## config.mk

```make
export PLATFORM = sky130hd
export DESIGN_NAME = data_unpacker
export DESIGN_NICKNAME = d
export VERILOG_FILES = /design/src/rtl/data_unpacker.sv
export SDC_FILE = /design/constraint.sdc
export NUM_CORES = 1
export LEC_CHECK = 0
export BUFFER_PORTS_ARGS = -buffer_cell sky130_fd_sc_hd__buf_2
export CORE_MARGIN = 1
export CORE_UTILIZATION = 39
export DETAILED_ROUTE_END_ITERATION = 10
export PLACE_DENSITY = 0.66
export SLEW_MARGIN = 20
export SYNTH_ARGS = -nofsm -noshare
export SYNTH_HDL_FRONTEND = slang
export SYNTH_SLANG_ARGS = --single-unit
```

## constraint.sdc

```tcl
create_clock -name clk -period 10.6 [get_ports clk]
set_input_delay 1.59 -clock clk [delete_from_list [all_inputs] [get_ports clk]]
set_output_delay 1.59 -clock clk [all_outputs]
set_load 0.03 [all_outputs]
```

## src/rtl/data_unpacker.sv

```systemverilog
// data_unpacker: splits packed N-lane vectors into beats of L lanes chosen by a per-chain firmware mode table
// Optional beat_count statistics output enabled by defining DATA_UNPACKER_STATS_EN
module data_unpacker #(
    parameter int N = 8,
    parameter int M = 2,
    parameter int DATA_WIDTH = 32,
    parameter int MAX_CHAINS = 4,
    parameter int PERSONAL_CONFIG_ID = 0,
    parameter logic [MAX_CHAINS*8-1:0] INITIAL_FIRMWARE = '0
) (
    input  logic                          clk,
    input  logic                          reset,
    input  logic                          tracing,
    input  logic                          valid_in,
    output logic                          ready_out,
    input  logic [N*DATA_WIDTH-1:0]       vector_in,
    input  logic [$clog2(N+1)-1:0]        lanes_in,
    input  logic                          eof_in,
    input  logic [$clog2(MAX_CHAINS)-1:0] chainId_in,
    input  logic [7:0]                    configId,
    input  logic [7:0]                    configData,
    output logic [N*DATA_WIDTH-1:0]       vector_out,
    output logic [$clog2(N+1)-1:0]        length_out,
    output logic                          valid_out,
    output logic                          eof_out,
    input  logic                          ready_in
`ifdef DATA_UNPACKER_STATS_EN
    ,
    output logic [31:0]                   beat_count
`endif
);
    localparam int LW = $clog2(N+1);
    localparam logic [LW-1:0] LN = LW'(N);
    localparam logic [LW-1:0] LM = LW'(M);
    localparam logic [LW-1:0] L1 = LW'(1);

    typedef enum logic {IDLE, EMIT} state_t;

    state_t                  r_state;
    logic [7:0]              r_fw [MAX_CHAINS];
    logic [N*DATA_WIDTH-1:0] r_rem;
    logic [N*DATA_WIDTH-1:0] r_vout;
    logic [LW-1:0]           r_left;
    logic [LW-1:0]           r_L;
    logic [LW-1:0]           r_len;
    logic                    r_eof;
    logic                    r_valid;
    logic                    r_eofout;

    logic                    w_in_xfer;
    logic                    w_out_xfer;
    logic                    w_last;
    logic [7:0]              w_mode;
    logic [LW-1:0]           w_L;
    logic [N*DATA_WIDTH-1:0] w_shift;
    logic [N*DATA_WIDTH-1:0] w_src_vec;
    logic [LW-1:0]           w_src_left;
    logic [LW-1:0]           w_src_L;
    logic [LW-1:0]           w_len;
    logic                    w_src_last;
    logic [N*DATA_WIDTH-1:0] w_vout;

    assign w_last     = r_valid && (r_left <= r_L);
    assign ready_out  = (r_state == IDLE) || (w_last && ready_in);
    assign w_in_xfer  = valid_in && ready_out && tracing;
    assign w_out_xfer = r_valid && ready_in;
    assign w_mode     = r_fw[chainId_in];
    assign w_L        = (w_mode == 8'd0) ? LN : (w_mode == 8'd1) ? LM : L1;
    assign w_shift    = (r_L == LN) ? '0 : (r_L == LM) ? (r_rem >> (M*DATA_WIDTH)) : (r_rem >> DATA_WIDTH);
    assign w_src_vec  = w_in_xfer ? vector_in : w_shift;
    assign w_src_left = w_in_xfer ? lanes_in : r_left - r_L;
    assign w_src_L    = w_in_xfer ? w_L : r_L;
    assign w_len      = (w_src_left < w_src_L) ? w_src_left : w_src_L;
    assign w_src_last = w_src_left <= w_src_L;

    assign vector_out = r_vout;
    assign length_out = r_len;
    assign valid_out  = r_valid;
    assign eof_out    = r_eofout;

    // next beat payload: lanes below the beat length pass, the rest are zeroed
    always_comb begin
        w_vout = '0;
        for (int j = 0; j < N; j++)
            w_vout[j*DATA_WIDTH +: DATA_WIDTH] = (LW'(j) < w_len) ? w_src_vec[j*DATA_WIDTH +: DATA_WIDTH] : '0;
    end

    // firmware shift register, vector latch and beat emission state machine
    always_ff @(posedge clk) begin
        if (reset) begin
            r_state  <= IDLE;
            r_valid  <= 1'b0;
            r_eofout <= 1'b0;
            r_len    <= '0;
            r_vout   <= '0;
            r_rem    <= '0;
            r_left   <= '0;
            r_L      <= '0;
            r_eof    <= 1'b0;
            for (int i = 0; i < MAX_CHAINS; i++)
                r_fw[i] <= INITIAL_FIRMWARE[i*8 +: 8];
        end else begin
            if (configId == 8'(PERSONAL_CONFIG_ID)) begin
                for (int i = 0; i < MAX_CHAINS-1; i++)
                    r_fw[i] <= r_fw[i+1];
                r_fw[MAX_CHAINS-1] <= configData;
            end
            if (w_in_xfer || w_out_xfer) begin
                r_rem  <= w_src_vec;
                r_left <= w_src_left;
                r_L    <= w_src_L;
            end
            if (w_in_xfer)
                r_eof <= eof_in;
            if (w_in_xfer ? (lanes_in != '0 || eof_in) : (w_out_xfer && !w_last)) begin
                r_state  <= EMIT;
                r_valid  <= 1'b1;
                r_vout   <= w_vout;
                r_len    <= w_len;
                r_eofout <= (w_in_xfer ? eof_in : r_eof) && w_src_last;
            end else if (w_in_xfer || w_out_xfer) begin
                r_state  <= IDLE;
                r_valid  <= 1'b0;
                r_vout   <= '0;
                r_len    <= '0;
                r_eofout <= 1'b0;
            end
        end
    end

`ifdef DATA_UNPACKER_STATS_EN
    logic [31:0] r_beat_count;

    assign beat_count = r_beat_count;

    // free-running count of accepted output beats
    always_ff @(posedge clk) begin
        if (reset)
            r_beat_count <= '0;
        else if (w_out_xfer)
            r_beat_count <= r_beat_count + 32'd1;
    end
`endif
endmodule

```

==> flow_summary.json, run 1 <==
{
  "synth_nets": 2996,
  "cp.buffers_inverters": 2,
  "cts_max_path_buffers": 3,
  "drive_above_1_share": 0.221,
  "cts_root_buf": "clkbuf_16",
  "pwr-share-clk": 0.428,
  "relSlewSlack": 0.255,
  "ys_types": 55,
  "whs_endpoint": "vector_out[26]$_SDFFE_PP0P_",
  "numPortBuffers": 546,
  "reg2reg_to": "vector_out[129]$_SDFFE_PP0P_",
  "stdcell_count": 3894,
  "viasPerCell": 5.43,
  "p_per_area_nw_per_um2": 176,
  "clock_latency_ns": 0.62,
  "wl_per_cell_um": 21.0,
  "die_w_um": 240,
  "place_area_um2": 25200,
  "rr_startpoint": "r_L[0]$_SDFFE_PP0P_",
  "setup_viol": 0,
  "startpoint_type": "flop",
  "placed_cells": 3783,
  "slowest_stage": "o211ai_4",
  "wl_mm": 81.6,
  "synth-seq-area-share": 0.492,
  "switching_share": 0.278,
  "drc": 0,
  "die_h_um": 240,
  "fin_setup_tns_ns": 0,
  "synth-seq-cells": 527,
  "grt_pass1_vias": 18800,
  "worstRegToRegCells": 16,
  "finish.utilization": 0.488,
  "drv_cap": 0,
  "outcome": "completed",
  "grt_antenna_before_repair": 8,
  "crit_fanout": 93,
  "drt_iter0_drc": 1895,
  "num_rows": 86,
  "layout_min_cycle_time_ns": 5.85,
  "p_total_mw": 4.76,
  "ioPinCount": 547,
  "hold_start": "vector_out[26]$_SDFFE_PP0P_",
  "grt_overflow_total": 0,
  "worstPathRequired_ns": 11.04,
  "netlist_instances": 2703,
  "crit_path_frequent_cell": "ha_1",
  "p_int_mw": 3.44,
  "grt.total_usage": 0.271,
  "postCtsResizedCells": 0,
  "routabilityCongestion": 0.924,
  "worstPathArrival_ns": 6.29,
  "synthToLayoutAreaGrowth_pct": 22.7,
  "hold_viol_final": 0,
  "clkSlewWorstSetupHoldPaths_ns": 0.06,
  "switchingPower_mw": 1.32,
  "ant_nets": 0,
  "drv_slew": 0,
  "grt_pass1_wl_mm": 119,
  "synth-edff-count": 32,
  "cp_slowest_stage_delay_ns": 0.92,
  "path_class": "reg2reg",
  "min_path_cells": 2,
  "fmax_mhz": 171,
  "period_share": 0.552,
  "num_vias": 21100,
  "yosys_warnings": 0,
  "pwr-share-seq": 0.449,
  "syn_area_um2": 22100,
  "start_util": 0.398,
  "post_cts_buffers": 0,
  "synth-async-reset-ratio": 0,
  "drt_pre_antenna_iters": 5,
  "grt_max_degree": 111,
  "combPwrFrac": 0.124,
  "p_leak_nw": 11.0,
  "cts.sinks": 527,
  "synth.avg_cell_area_um2": 8.18,
  "final_nets": 3388,
  "tightest_slew_ns": 1.12,
  "synth_flop_cell": "dfxtp_1",
  "grt_setup_unrepaired": "false",
  "regToRegSetupSlack_ns": 4.75,
  "cts_tree": "built",
  "htreeDepth": 2,
  "hpwl_mm": 57.8,
  "end_kind": "flop",
  "core-area_um2": 55500,
  "die_area_um2": 57600,
  "cts_hold_buffers": 0,
  "hp-class": "reg2reg",
  "crit_family": "compound AO/OA/AOI/OAI gates",
  "numCtsBuffers": 57,
  "crit_chain": "ha_1, inv_1, fa_1, a211oi_1, o31ai_1, a21oi_4, buf_4, a31oi_1, ha_1, nor2b_1, or3_1, a41o_1, a21o_1, mux2i_1, o211ai_4, o21ai_0",
  "fin_area_um2": 27100,
  "vdd_drop_max_mv": 0.142,
  "clock_skew_ns": 0.0225
}
placed cells by master, fill, tap and decap left out, types with 64 or more instances in the layout:
cell / Yosys / final
a22oi_1: 162 / 162
a32oi_1: 64 / 64
nor2b_1: 133 / 133
nand2_1: 395 / 394
nor2_1: 339 / 337
o21ai_0: 259 / 258
buf_2: 22 / 545
dfxtp_1: 495 / 495
a21oi_1: 237 / 235
o21ai_1: 67 / 66
worst reg2reg max path, delay by kind of cell, from the launching register on:
kind                     cells  cell delay [ns]
flip-flops                   1             0.47
buffers and inverters        2             0.80
multiplexers                 1             0.26
AND/OR/NAND/NOR              2             0.45
adder cells (fa/ha/maj)      3             0.97
AO/OA/AOI/OAI                8             2.73
layout make-up:
cell class | instances | area, um^2
antenna | 8 | 20.0
clock buffer | 76 | 1610
inverter | 9 | 33.8
sequential | 527 | 10900
tap | 748 | 936
timing repair buffer | 578 | 3000
multi-input combinational | 1922 | 10400
clock inverter | 26 | 289
fill | 5562 | 28400
sequential cells by signal, indices dropped and copies added (netlist names), 4 cells and up:
name	count
vector_out	256
r_fw	32
r_L	4
r_rem	224
r_left	4
length_out	4
metrics by stage:
step / hold WS, ns / worst slack (ns)
floorplan: 0.436 / 5.99
global placement: 0.430 / 4.10
detailed placement: 0.436 / 4.09
CTS: 0.444 / 4.32
global route: 0.457 / 4.31
finish: 0.442 / 4.75
logic make-up after synthesis:
| family | Yosys count | share of synthesized area |
|---|---|---|
| AO/OA/AOI/OAI | 883 | 0.243 |
| XOR/XNOR | 3 | 0.00119 |
| adder cells (fa/ha/maj) | 9 | 0.00543 |
| buffers and inverters | 254 | 0.0447 |
| flip-flops | 527 | 0.492 |
| multiplexers | 40 | 0.0195 |
| AND/OR/NAND/NOR | 987 | 0.195 |
power by group through the flow:
| stage | registers (mW) | logic (mW) | clock network [mW] |
|---|---|---|---|
| after floorplan | 2.17 | 0.364 | 0 |
| after global placement | 2.18 | 0.577 | 0 |
| after detailed placement | 2.18 | 0.577 | 0 |
| after CTS | 2.13 | 0.580 | 2.07 |
| after global routing | 2.14 | 0.644 | 2.16 |
| final | 2.14 | 0.588 | 2.04 |
metal layers:
layer | vias up | wire (um) | global-route usage
li1 | 10300 | - | -
met1 | 9952 | 34500 | 0.364
met2 | 813 | 38700 | 0.440
met3 | 121 | 5990 | 0.0443
met4 | 0 | 2390 | 0.0890
met5 | - | 0 | 0
synth_stat cells, types with 34 or more instances:
master    instances  share of area
a211oi_1         37          0.013
a21oi_1         237          0.054
a22oi_1         162          0.055
a32oi_1          64          0.025
and2_1           34         0.0096
and3_1           34         0.0096
clkbuf_1        199          0.034
dfxtp_1         495           0.45
mux2i_1          36          0.016
nand2_1         395          0.067
nor2_1          339          0.058
nor2b_1         133          0.038
nor3_1           35         0.0079
o21ai_0         259          0.059
o21ai_1          67          0.015
worst max-delay path by stage:
stage / slack (ns) / cells after the start / startpoint / end
2_1_floorplan: 5.99 / 13 / chainId_in[0] / vector_out[166]$_SDFFE_PP0P_
3_3_place_gp: 4.10 / 13 / valid_in / vector_out[129]$_SDFFE_PP0P_
3_5_place_dp: 4.09 / 13 / tracing / vector_out[129]$_SDFFE_PP0P_
4_1_cts: 4.32 / 16 / r_L[0]$_SDFFE_PP0P_ / vector_out[129]$_SDFFE_PP0P_
5_1_grt: 4.31 / 16 / r_L[0]$_SDFFE_PP0P_ / vector_out[129]$_SDFFE_PP0P_
6_report: 4.75 / 16 / r_L[0]$_SDFFE_PP0P_ / vector_out[129]$_SDFFE_PP0P_
(Power assumes the default switching activity.)
==> inputs of run 2 (changes only) <==
==> constraint.sdc (replaced) <==
create_clock -name clk -period 5.45 [get_ports clk]
set_input_delay 0.8175 -clock clk [delete_from_list [all_inputs] [get_ports clk]]
set_output_delay 0.8175 -clock clk [all_outputs]
set_load 0.03 [all_outputs]
==> run 2 against run 1 <==
  * Clock skew fell by 0.0051 ns
  * Via count fell by 0.48%
  * Setup slack got worse by 4.2 ns
  * Critical path type unchanged
  * Largest cell class unchanged
  * Highest routed layer unchanged
  * Cell count barely moved
==> flow_summary.json, run 2 (same netlist as run 1, synthesis figures left out) <==
{
  "combPwrFrac": 0.124,
  "ant_nets": 0,
  "die_h_um": 240,
  "post_cts_buffers": 0,
  "cts_root_buf": "clkbuf_16",
  "cts.sinks": 527,
  "drc": 0,
  "clkSlewWorstSetupHoldPaths_ns": 0.06,
  "drt_iter0_drc": 1782,
  "worstPathRequired_ns": 5.94,
  "numPortBuffers": 546,
  "clock_skew_ns": 0.0175,
  "hpwl_mm": 56.8,
  "num_vias": 21000,
  "regToRegSetupSlack_ns": 0.56,
  "core-area_um2": 55500,
  "worstPathArrival_ns": 5.37,
  "final_nets": 3384,
  "synthToLayoutAreaGrowth_pct": 22.7,
  "hold_start": "vector_out[29]$_SDFFE_PP0P_",
  "min_path_cells": 2,
  "ioPinCount": 547,
  "outcome": "completed",
  "grt_antenna_before_repair": 11,
  "p_int_mw": 6.59,
  "routabilityCongestion": 0.932,
  "end_kind": "flop",
  "final_cell_mix": "buf_2, dfxtp_1, nand2_1",
  "whs_endpoint": "vector_out[29]$_SDFFE_PP0P_",
  "rr_startpoint": "r_L[0]$_SDFFE_PP0P_",
  "switchingPower_mw": 2.58,
  "clock_latency_ns": 0.63,
  "p_leak_nw": 11.0,
  "grt.total_usage": 0.272,
  "crit_fanout": 32,
  "pwr-share-seq": 0.453,
  "vdd_drop_max_mv": 0.252,
  "wl_mm": 81.7,
  "fin_ws_ns": 0.563,
  "pre_cts_ws_ns": 0.652,
  "drv_slew": 0,
  "cts_hold_buffers": 0,
  "htreeDepth": 2,
  "cts_tree": "built",
  "mostFrequentLayoutCell": "buf_2",
  "switching_share": 0.281,
  "relSlewSlack": 0.295,
  "grt_pass1_vias": 19100,
  "fmax_mhz": 205,
  "die_w_um": 240,
  "setup_viol": 0,
  "hp-class": "reg2reg",
  "pwr-share-clk": 0.422,
  "grt_setup_unrepaired": "false",
  "hold_viol_final": 0,
  "viasPerCell": 5.41,
  "p_total_mw": 9.17,
  "grt_overflow_total": 0,
  "grt_pass1_wl_mm": 119,
  "stdcell_count": 3891,
  "drt_pre_antenna_iters": 5,
  "numCtsBuffers": 58,
  "die_area_um2": 57600,
  "finish.utilization": 0.489,
  "fin_setup_tns_ns": 0,
  "drv_cap": 0,
  "largest_register_ffs": 256,
  "placed_cells": 3779,
  "p_per_area_nw_per_um2": 338,
  "worstRegToRegCells": 17,
  "num_rows": 86,
  "period_share": 0.897,
  "startpoint_type": "flop",
  "cts_max_path_buffers": 3,
  "grt_max_degree": 200,
  "start_util": 0.398,
  "tightest_slew_ns": 1.06,
  "reg2reg_to": "vector_out[129]$_SDFFE_PP0P_",
  "layout_min_cycle_time_ns": 4.89,
  "drive_above_1_share": 0.218,
  "postCtsResizedCells": 0,
  "path_class": "reg2reg",
  "wl_per_cell_um": 21.0
}
[run 2: final cells by class]
type / instances / area (um^2)
antenna: 11 / 27.5
clock buffer: 80 / 1640
clock inverter: 21 / 220
fill: 5666 / 28400
inverter: 9 / 33.8
multi-input combinational: 1922 / 10400
sequential: 527 / 10900
tap: 748 / 936
timing repair buffer: 573 / 3050
[run 2: routing by layer]
| metal | part of all wire | vias up | wire length [um] | track usage |
|---|---|---|---|---|
| met5 | 0 | - | 0 | 0 |
| met4 | 0.029 | 0 | 2390 | 0.0953 |
| met3 | 0.072 | 124 | 5900 | 0.0417 |
| met2 | 0.47 | 762 | 38800 | 0.443 |
| met1 | 0.42 | 9914 | 34600 | 0.366 |
| li1 | - | 10200 | - | - |
[run 2: worst max-delay path by stage]
| stage | startpoint | end | slack, ns |
|---|---|---|---|
| 2_1_floorplan | r_L[0]$_SDFFE_PP0P_ | vector_out[166]$_SDFFE_PP0P_ | 1.31 |
| 3_3_place_gp | r_L[0]$_SDFFE_PP0P_ | vector_out[129]$_SDFFE_PP0P_ | 0.66 |
| 3_5_place_dp | r_L[0]$_SDFFE_PP0P_ | vector_out[128]$_SDFFE_PP0P_ | 0.65 |
| 4_1_cts | r_L[0]$_SDFFE_PP0P_ | vector_out[128]$_SDFFE_PP0P_ | 0.63 |
| 5_1_grt | r_L[0]$_SDFFE_PP0P_ | vector_out[128]$_SDFFE_PP0P_ | 0.28 |
| 6_report | r_L[0]$_SDFFE_PP0P_ | vector_out[129]$_SDFFE_PP0P_ | 0.56 |
[run 2: worst max-delay path, cell delays in order (launching register included)]
cell and delay [ns]:
dfxtp_1 0.47, ha_1 0.20, inv_1 0.05, fa_1 0.40, a211oi_1 0.29, or3_1 0.43, a21oi_1 0.14, a21oi_1 0.31
inv_1 0.09, ha_1 0.31, nor2b_1 0.15, or3_1 0.30, a41o_1 0.26, a21o_1 0.29, mux2i_1 0.26, o211ai_4 0.23
buf_4 0.40, o21ai_0 0.15
[run 2: power by group through the flow]
stage	registers [mW]	logic (mW)	clock network, mW
3_5_place_dp	4.24	1.13	0
5_1_grt	4.16	1.26	4.09
2_1_floorplan	4.21	0.707	0
4_1_cts	4.15	1.14	3.95
6_report	4.16	1.14	3.87
3_3_place_gp	4.24	1.13	0
[run 2: stage by stage]
step / cell area [um^2] / hold WS, ns
finish: 27100 / 0.444
global route: 27100 / 0.429
CTS: 27100 / 0.416
detailed placement: 25200 / 0.437
global placement: 25200 / 0.429
floorplan: 22100 / 0.436
